==> src/rtl/icache_pkg.sv <==
// Shared types and address-field width helpers for the direct-mapped instruction cache.
package icache_pkg;

  typedef enum logic [1:0] {
    IDLE   = 2'd0,
    FILL   = 2'd1,
    COMMIT = 2'd2
  } state_e;

  function automatic int off_w(input int wpl);
    return $clog2(wpl);
  endfunction

  function automatic int idx_w(input int nlines);
    return $clog2(nlines);
  endfunction

  // Byte offset bits [1:0] are never part of the tag.
  function automatic int tag_w(input int nlines, input int wpl);
    return 30 - $clog2(wpl) - $clog2(nlines);
  endfunction

endpackage

==> src/rtl/icache_array.sv <==
// Data and tag storage: one shared write port (index from the fill line), one async read port.
module icache_array
  import icache_pkg::*;
#(
  parameter int NLINES = 16,
  parameter int WPL    = 4
) (
  input  logic                         clk,
  input  logic                         data_we,
  input  logic                         tag_we,
  input  logic [idx_w(NLINES)-1:0]     widx,
  input  logic [off_w(WPL)-1:0]        woff,
  input  logic [31:0]                  wdata,
  input  logic [tag_w(NLINES,WPL)-1:0] wtag,
  input  logic [idx_w(NLINES)-1:0]     ridx,
  input  logic [off_w(WPL)-1:0]        roff,
  output logic [31:0]                  rdata,
  output logic [tag_w(NLINES,WPL)-1:0] rtag
);

  localparam int TW = tag_w(NLINES, WPL);

  logic [31:0]   data_mem [NLINES*WPL];
  logic [TW-1:0] tag_mem  [NLINES];

  always_ff @(posedge clk) begin
    if (data_we) data_mem[{widx, woff}] <= wdata;
    if (tag_we)  tag_mem[widx]          <= wtag;
  end

  assign rdata = data_mem[{ridx, roff}];
  assign rtag  = tag_mem[ridx];

endmodule

==> src/rtl/icache_ctrl.sv <==
// Direct-mapped instruction cache controller: hit path, line fill FSM, flush and perf counters.
module icache_ctrl
  import icache_pkg::*;
#(
  parameter int NLINES = 16,
  parameter int WPL    = 4
) (
  input  logic        clk,
  input  logic        reset_n,
  input  logic [31:0] cpu_addr,
  output logic [31:0] cpu_instr,
  output logic        cpu_hold,
  input  logic        flush,
  output logic        mem_rd,
  output logic [31:0] mem_addr,
  input  logic        mem_ack,
  input  logic [31:0] mem_data,
  output logic [31:0] hit_cnt,
  output logic [31:0] miss_cnt,
  output logic [1:0]  dbg_state
);

  localparam int OW = off_w(WPL);
  localparam int IW = idx_w(NLINES);
  localparam int TW = tag_w(NLINES, WPL);
  localparam int LW = 30 - OW;

  state_e              state_q, state_d;
  logic [NLINES-1:0]   valid_q, valid_d;
  logic [OW-1:0]       cnt_q, cnt_d;
  logic [LW-1:0]       line_q, line_d;
  logic                mem_rd_q, mem_rd_d;
  logic [31:0]         mem_addr_q, mem_addr_d;
  logic [31:0]         hit_cnt_q, hit_cnt_d;
  logic [31:0]         miss_cnt_q, miss_cnt_d;

  logic [31:0]   rd_data;
  logic [TW-1:0] rd_tag;
  logic [IW-1:0] cpu_idx, lat_idx;
  logic [OW-1:0] cpu_off, cnt_inc;
  logic [TW-1:0] cpu_tag, lat_tag;
  logic [LW-1:0] cpu_line;
  logic          hit, data_we, tag_we;
  logic          hold_c;
  logic [31:0]   instr_c;
  logic          unused_addr_bits;

  assign unused_addr_bits = ^cpu_addr[1:0];
  assign cpu_line = cpu_addr[31:2+OW];
  assign cpu_off  = cpu_addr[2 +: OW];
  assign cpu_idx  = cpu_line[0 +: IW];
  assign cpu_tag  = cpu_line[LW-1 -: TW];
  // The fill always targets the latched line, never the live fetch address.
  assign lat_idx  = line_q[0 +: IW];
  assign lat_tag  = line_q[LW-1 -: TW];
  assign cnt_inc  = cnt_q + OW'(1);

  assign hit     = valid_q[cpu_idx] && (rd_tag == cpu_tag);
  assign data_we = (state_q == FILL) && mem_ack;
  assign tag_we  = (state_q == COMMIT);

  icache_array #(.NLINES(NLINES), .WPL(WPL)) u_array (
    .clk     (clk),
    .data_we (data_we),
    .tag_we  (tag_we),
    .widx    (lat_idx),
    .woff    (cnt_q),
    .wdata   (mem_data),
    .wtag    (lat_tag),
    .ridx    (cpu_idx),
    .roff    (cpu_off),
    .rdata   (rd_data),
    .rtag    (rd_tag)
  );

  always_comb begin
    state_d    = state_q;
    valid_d    = valid_q;
    cnt_d      = cnt_q;
    line_d     = line_q;
    mem_rd_d   = mem_rd_q;
    mem_addr_d = mem_addr_q;
    hit_cnt_d  = hit_cnt_q;
    miss_cnt_d = miss_cnt_q;
    hold_c     = 1'b1;
    instr_c    = 32'd0;
    case (state_q)
      IDLE: begin
        // A flush cycle stalls and skips hit/miss evaluation entirely.
        if (flush) begin
          valid_d = '0;
        end else if (hit) begin
          hold_c    = 1'b0;
          instr_c   = rd_data;
          hit_cnt_d = hit_cnt_q + 32'd1;
        end else begin
          line_d     = cpu_line;
          cnt_d      = '0;
          mem_rd_d   = 1'b1;
          mem_addr_d = {cpu_line, {OW{1'b0}}, 2'b00};
          miss_cnt_d = miss_cnt_q + 32'd1;
          state_d    = FILL;
        end
      end
      FILL: begin
        if (mem_ack) begin
          cnt_d      = cnt_inc;
          mem_addr_d = {line_q, cnt_inc, 2'b00};
          if (cnt_q == OW'(WPL - 1)) begin
            mem_rd_d = 1'b0;
            state_d  = COMMIT;
          end
        end
      end
      COMMIT: begin
        valid_d[lat_idx] = 1'b1;
        state_d          = IDLE;
      end
      default: state_d = IDLE;
    endcase
  end

  always_ff @(posedge clk or negedge reset_n) begin
    if (!reset_n) begin
      state_q    <= IDLE;
      valid_q    <= '0;
      cnt_q      <= '0;
      line_q     <= '0;
      mem_rd_q   <= 1'b0;
      mem_addr_q <= 32'd0;
      hit_cnt_q  <= 32'd0;
      miss_cnt_q <= 32'd0;
    end else begin
      state_q    <= state_d;
      valid_q    <= valid_d;
      cnt_q      <= cnt_d;
      line_q     <= line_d;
      mem_rd_q   <= mem_rd_d;
      mem_addr_q <= mem_addr_d;
      hit_cnt_q  <= hit_cnt_d;
      miss_cnt_q <= miss_cnt_d;
    end
  end

  assign cpu_hold  = hold_c;
  assign cpu_instr = instr_c;
  assign mem_rd    = mem_rd_q;
  assign mem_addr  = mem_addr_q;
  assign hit_cnt   = hit_cnt_q;
  assign miss_cnt  = miss_cnt_q;
  assign dbg_state = state_q;

endmodule
==> config.mk <==
export PLATFORM = sky130hd
export DESIGN_NAME = icache_ctrl
export DESIGN_NICKNAME = d
export VERILOG_FILES = /design/src/rtl/icache_pkg.sv /design/src/rtl/icache_array.sv /design/src/rtl/icache_ctrl.sv
export SDC_FILE = /design/constraint.sdc
export NUM_CORES = 2
export LEC_CHECK = 0
export ABC_AREA = 0
export ABC_CLOCK_PERIOD_IN_PS = 5100
export BUFFER_PORTS_ARGS = -buffer_cell sky130_fd_sc_hd__buf_4
export CORE_MARGIN = 2
export CORE_UTILIZATION = 45
export CTS_CLUSTER_SIZE = 10
export DETAILED_ROUTE_END_ITERATION = 12
export PLACE_DENSITY = 0.71
export SETUP_SLACK_MARGIN = 0.2
export SLEW_MARGIN = 30
export SYNTH_ARGS = -nofsm -noshare
export SYNTH_HDL_FRONTEND = slang
export SYNTH_SLANG_ARGS = --single-unit
==> constraint.sdc <==
create_clock -name clk -period 5.1 [get_ports clk]
set_input_delay 0.255 -clock clk [delete_from_list [all_inputs] [get_ports clk]]
set_output_delay 0.255 -clock clk [all_outputs]
set_load 0.005 [all_outputs]
==> results.py <==
metrics = {
    "outcome": {
        "status": "finished clean",
    },
    "cts": {
        "path_clk_slew_ns": 0.05,
        "clock_path_buffers": 4,
        "clk_latency_ns": 0.96,
        "cts_buffers": 309,
        "cts-root-buf": "clkbuf_16",
        "clkSinkCount": 2573,
        "htreeDepth": 5,
        "tritoncts": "built",
    },
    "cells_and_area": {
        "syn2layout_area_growth_pct": 15.9,
        "postLayoutCellArea_um2": 115000,
        "finalCoreUtilization": 0.524,
        "fillers": 16300,
        "drive_gt1_frac": 0.330,
        "fin_nets": 4864,
    },
    "critical_path": {
        "ff2ff_setup_slack_ns": 0.92,
        "crit_required_ns": 4.85,
        "critical_path.endpoint_type": "primary output",
        "crit_arrival_ns": 4.70,
        "cp_max_fo": 11,
        "reg2reg_from": "u_array.tag_mem[1][18]",
        "regToRegEndpoint": "hit_cnt[31]",
        "crit_type": "reg -> out",
        "reg2regPathDepth": 11,
        "cp-start-kind": "flip-flop",
    },
    "die": {
        "placementRows": 172,
        "die_area_um2": 225000,
        "die_x_um": 474,
        "io-pin-count": 200,
        "initial_core_util": 0.452,
        "die_height_um": 474,
        "core-area_um2": 220000,
    },
    "synthesis": {
        "avgSynthCellArea_um2": 23.3,
        "synthArstFlopShare": 0.0548,
        "synthDistinctLibCells": 61,
        "ys.flop_type": "edfxtp_1",
        "synth.top_cell.area_share": 0.735,
        "ys_seq_area_frac": 0.770,
        "synth_top_area_cell": "edfxtp_1",
        "synth_common_cells": "2432 x edfxtp_1, 764 x mux4_2, 152 x clkbuf_1, 141 x dfrtp_1, 123 x nor2_1",
        "syn_inst": 4266,
        "ys_top_cells_by_area": "edfxtp_1 73%, mux4_2 17%, dfrtp_1 3.6%",
        "synth-edff-count": 2432,
        "yosys_register_bits": 2573,
        "ys_warn_count": 0,
        "synth_most_common_cell": "edfxtp_1",
        "syn_area_um2": 99400,
    },
    "sta": {
        "rsz0062_at_grt": "true",
        "min_period_over_period": 0.971,
        "tightest_slew_ns": 1.01,
        "hold_viol_final": 0,
        "skew_ns": 0.0903,
        "max_freq_mhz": 202,
        "period_needed_ns": 4.95,
        "fin_tns_setup_ns": 0,
        "relSlewSlack": 0.323,
        "whs_ns": 0.0554,
        "setup_viol": 0,
        "final_max_slew_viol_count": 0,
    },
    "power_and_ir_drop": {
        "p_leak_nw": 36.9,
        "p_sw_frac": 0.226,
        "seqPwrFrac": 0.528,
        "combPwrFrac": 0.080,
        "total_power_mw": 47.7,
        "p_int_mw": 36.9,
        "pwr-share-clk": 0.392,
        "p_switching_mw": 10.8,
        "power_density_nw_per_um2": 414,
        "ir_drop_mv": 0.269,
    },
    "grt": {
        "grt_antenna_before_repair": 22,
        "grt_overflow_total": 0,
        "grt_pass1_wl_um": 339000,
        "grt_pass1_vias": 48700,
        "grt_max_degree": 101,
        "grtUsageTotal": 0.207,
    },
    "placement": {
        "numPortBuffers": 195,
        "dp_hpwl_um": 134000,
        "place_congestion": 0.812,
        "postPlaceCellArea_um2": 106000,
    },
    "routing": {
        "dr_total_vias": 47400,
        "firstDrtPassIters": 7,
        "routed_wirelength_um": 233000,
        "wl_per_cell_um": 29.7,
        "drtIter0Drc": 5325,
        "drc_errors": 0,
        "viasPerCell": 6.05,
        "ant_nets": 0,
    },
    "job": {
        "maxCapViolations": 0,
    },
    "worst_hold_path": {
        "min_path_type": "in -> async",
    },
}
[repair_timing]
| item | CTS | global route |
|---|---|---|
| resized for setup | 11 | 9 |
| endpoints found under the hold margin | 2207 | 0 |
| pin swaps | 0 | 0 |
| hold buffers | 61 | 0 |
| buffers inserted | 2 | 1 |
| setup endpoints to repair | 33 | 33 |
[worst max-delay path by stage]
stage	start	endpoint	slack [ns]	cells after the start
after global routing	u_array.tag_mem[2][15]	cpu_instr[3]	0.03	13
after detailed placement	cpu_addr[4]	hit_cnt[31]	0.34	14
after floorplan	cpu_addr[4]	cpu_instr[22]	1.31	12
after CTS	u_array.tag_mem[11][17]	cpu_instr[7]	0.14	13
final	u_array.tag_mem[11][17]	cpu_instr[7]	0.15	13
after global placement	cpu_addr[4]	cpu_instr[3]	0.29	15
[critical path, cell delays in order (launching register included)]
cell	delay [ns]
edfxtp_1	0.39
mux4_2	0.49
mux4_2	0.51
xnor2_2	0.19
nand4_1	0.16
or4b_4	0.57
nor4_4	0.16
nand4_1	0.15
or4_4	0.51
buf_12	0.18
buf_12	0.15
nor2b_1	0.11
buf_4	0.11
buf_4	0.09
[stage by stage]
step                worst slack, ns  std cells
global placement              0.295       7359
detailed placement            0.345       7376
CTS                           0.137       7822
finish                        0.147       7832
global route                 0.0334       7827
floorplan                      1.31       4267
[cell type report]
| cell class | count | area, um2 | area share |
|---|---|---|---|
| multi-input cells | 1451 | 22500 | 0.195 |
| diodes | 9 | 22.5 | 0.000196 |
| clock inverters | 12 | 123 | 0.00106 |
| clock buffers | 371 | 8080 | 0.0702 |
| well taps | 2958 | 3700 | 0.0321 |
| repair buffers | 443 | 4170 | 0.0362 |
| flip-flops and latches | 2573 | 76600 | 0.665 |
| inverters | 15 | 58.8 | 0.000510 |
[state kept, by name, summed over array words and instances, names as in the netlist]
name	flops
cnt_q	1
dbg_state	2
hit_cnt	32
line_q	28
mem_addr	29
mem_rd	1
miss_cnt	32
u_array.data_mem	2048
u_array.tag_mem	384
valid_q	16
[logic make-up (layout without fill, tap and decap cells)]
kind of cell | count (synthesis) | in the layout | synth area share
compound gates | 101 | 101 | 0.00764
simple gates | 388 | 388 | 0.0195
fa+ha+maj | 3 | 3 | 0.000378
other cells | 1 | 11 | 0.0000377
flops | 2573 | 2573 | 0.770
buf+inv | 243 | 841 | 0.0103
mux | 870 | 870 | 0.184
xor+xnor | 87 | 87 | 0.00767
[cell usage in the layout, fill, tap and decap left out, types with 56 or more instances in the layout]
| cell | netlist | layout |
|---|---|---|
| xor2_1 | 57 | 57 |
| mux4_2 | 764 | 764 |
| edfxtp_1 | 2432 | 2432 |
| dlygate4sd3_1 | 0 | 61 |
| mux2i_1 | 75 | 75 |
| clkbuf_1 | 152 | 56 |
| nor2_4 | 0 | 73 |
| buf_4 | 12 | 332 |
| clkbuf_16 | 0 | 314 |
| dfrtp_1 | 141 | 140 |
[metal layers]
layer  wire length (um)  vias up  track usage
li1                   -    19100            -
met5                 13        -            0
met2             116000     2420        0.342
met3              20800      380       0.0461
met1              90000    25500        0.279
met4               5540        2       0.0543
[power by group through the flow]
stage          clock (mW)  sequential (mW)  combinational, mW
3_5_place_dp            0             25.6               3.78
3_3_place_gp            0             25.5               3.69
5_1_grt              19.7             25.2               4.08
4_1_cts              18.9             25.1               3.85
6_report             18.7             25.2               3.84
2_1_floorplan           0             25.2               2.10
No activity file was read; power rests on OpenSTA's default activity.
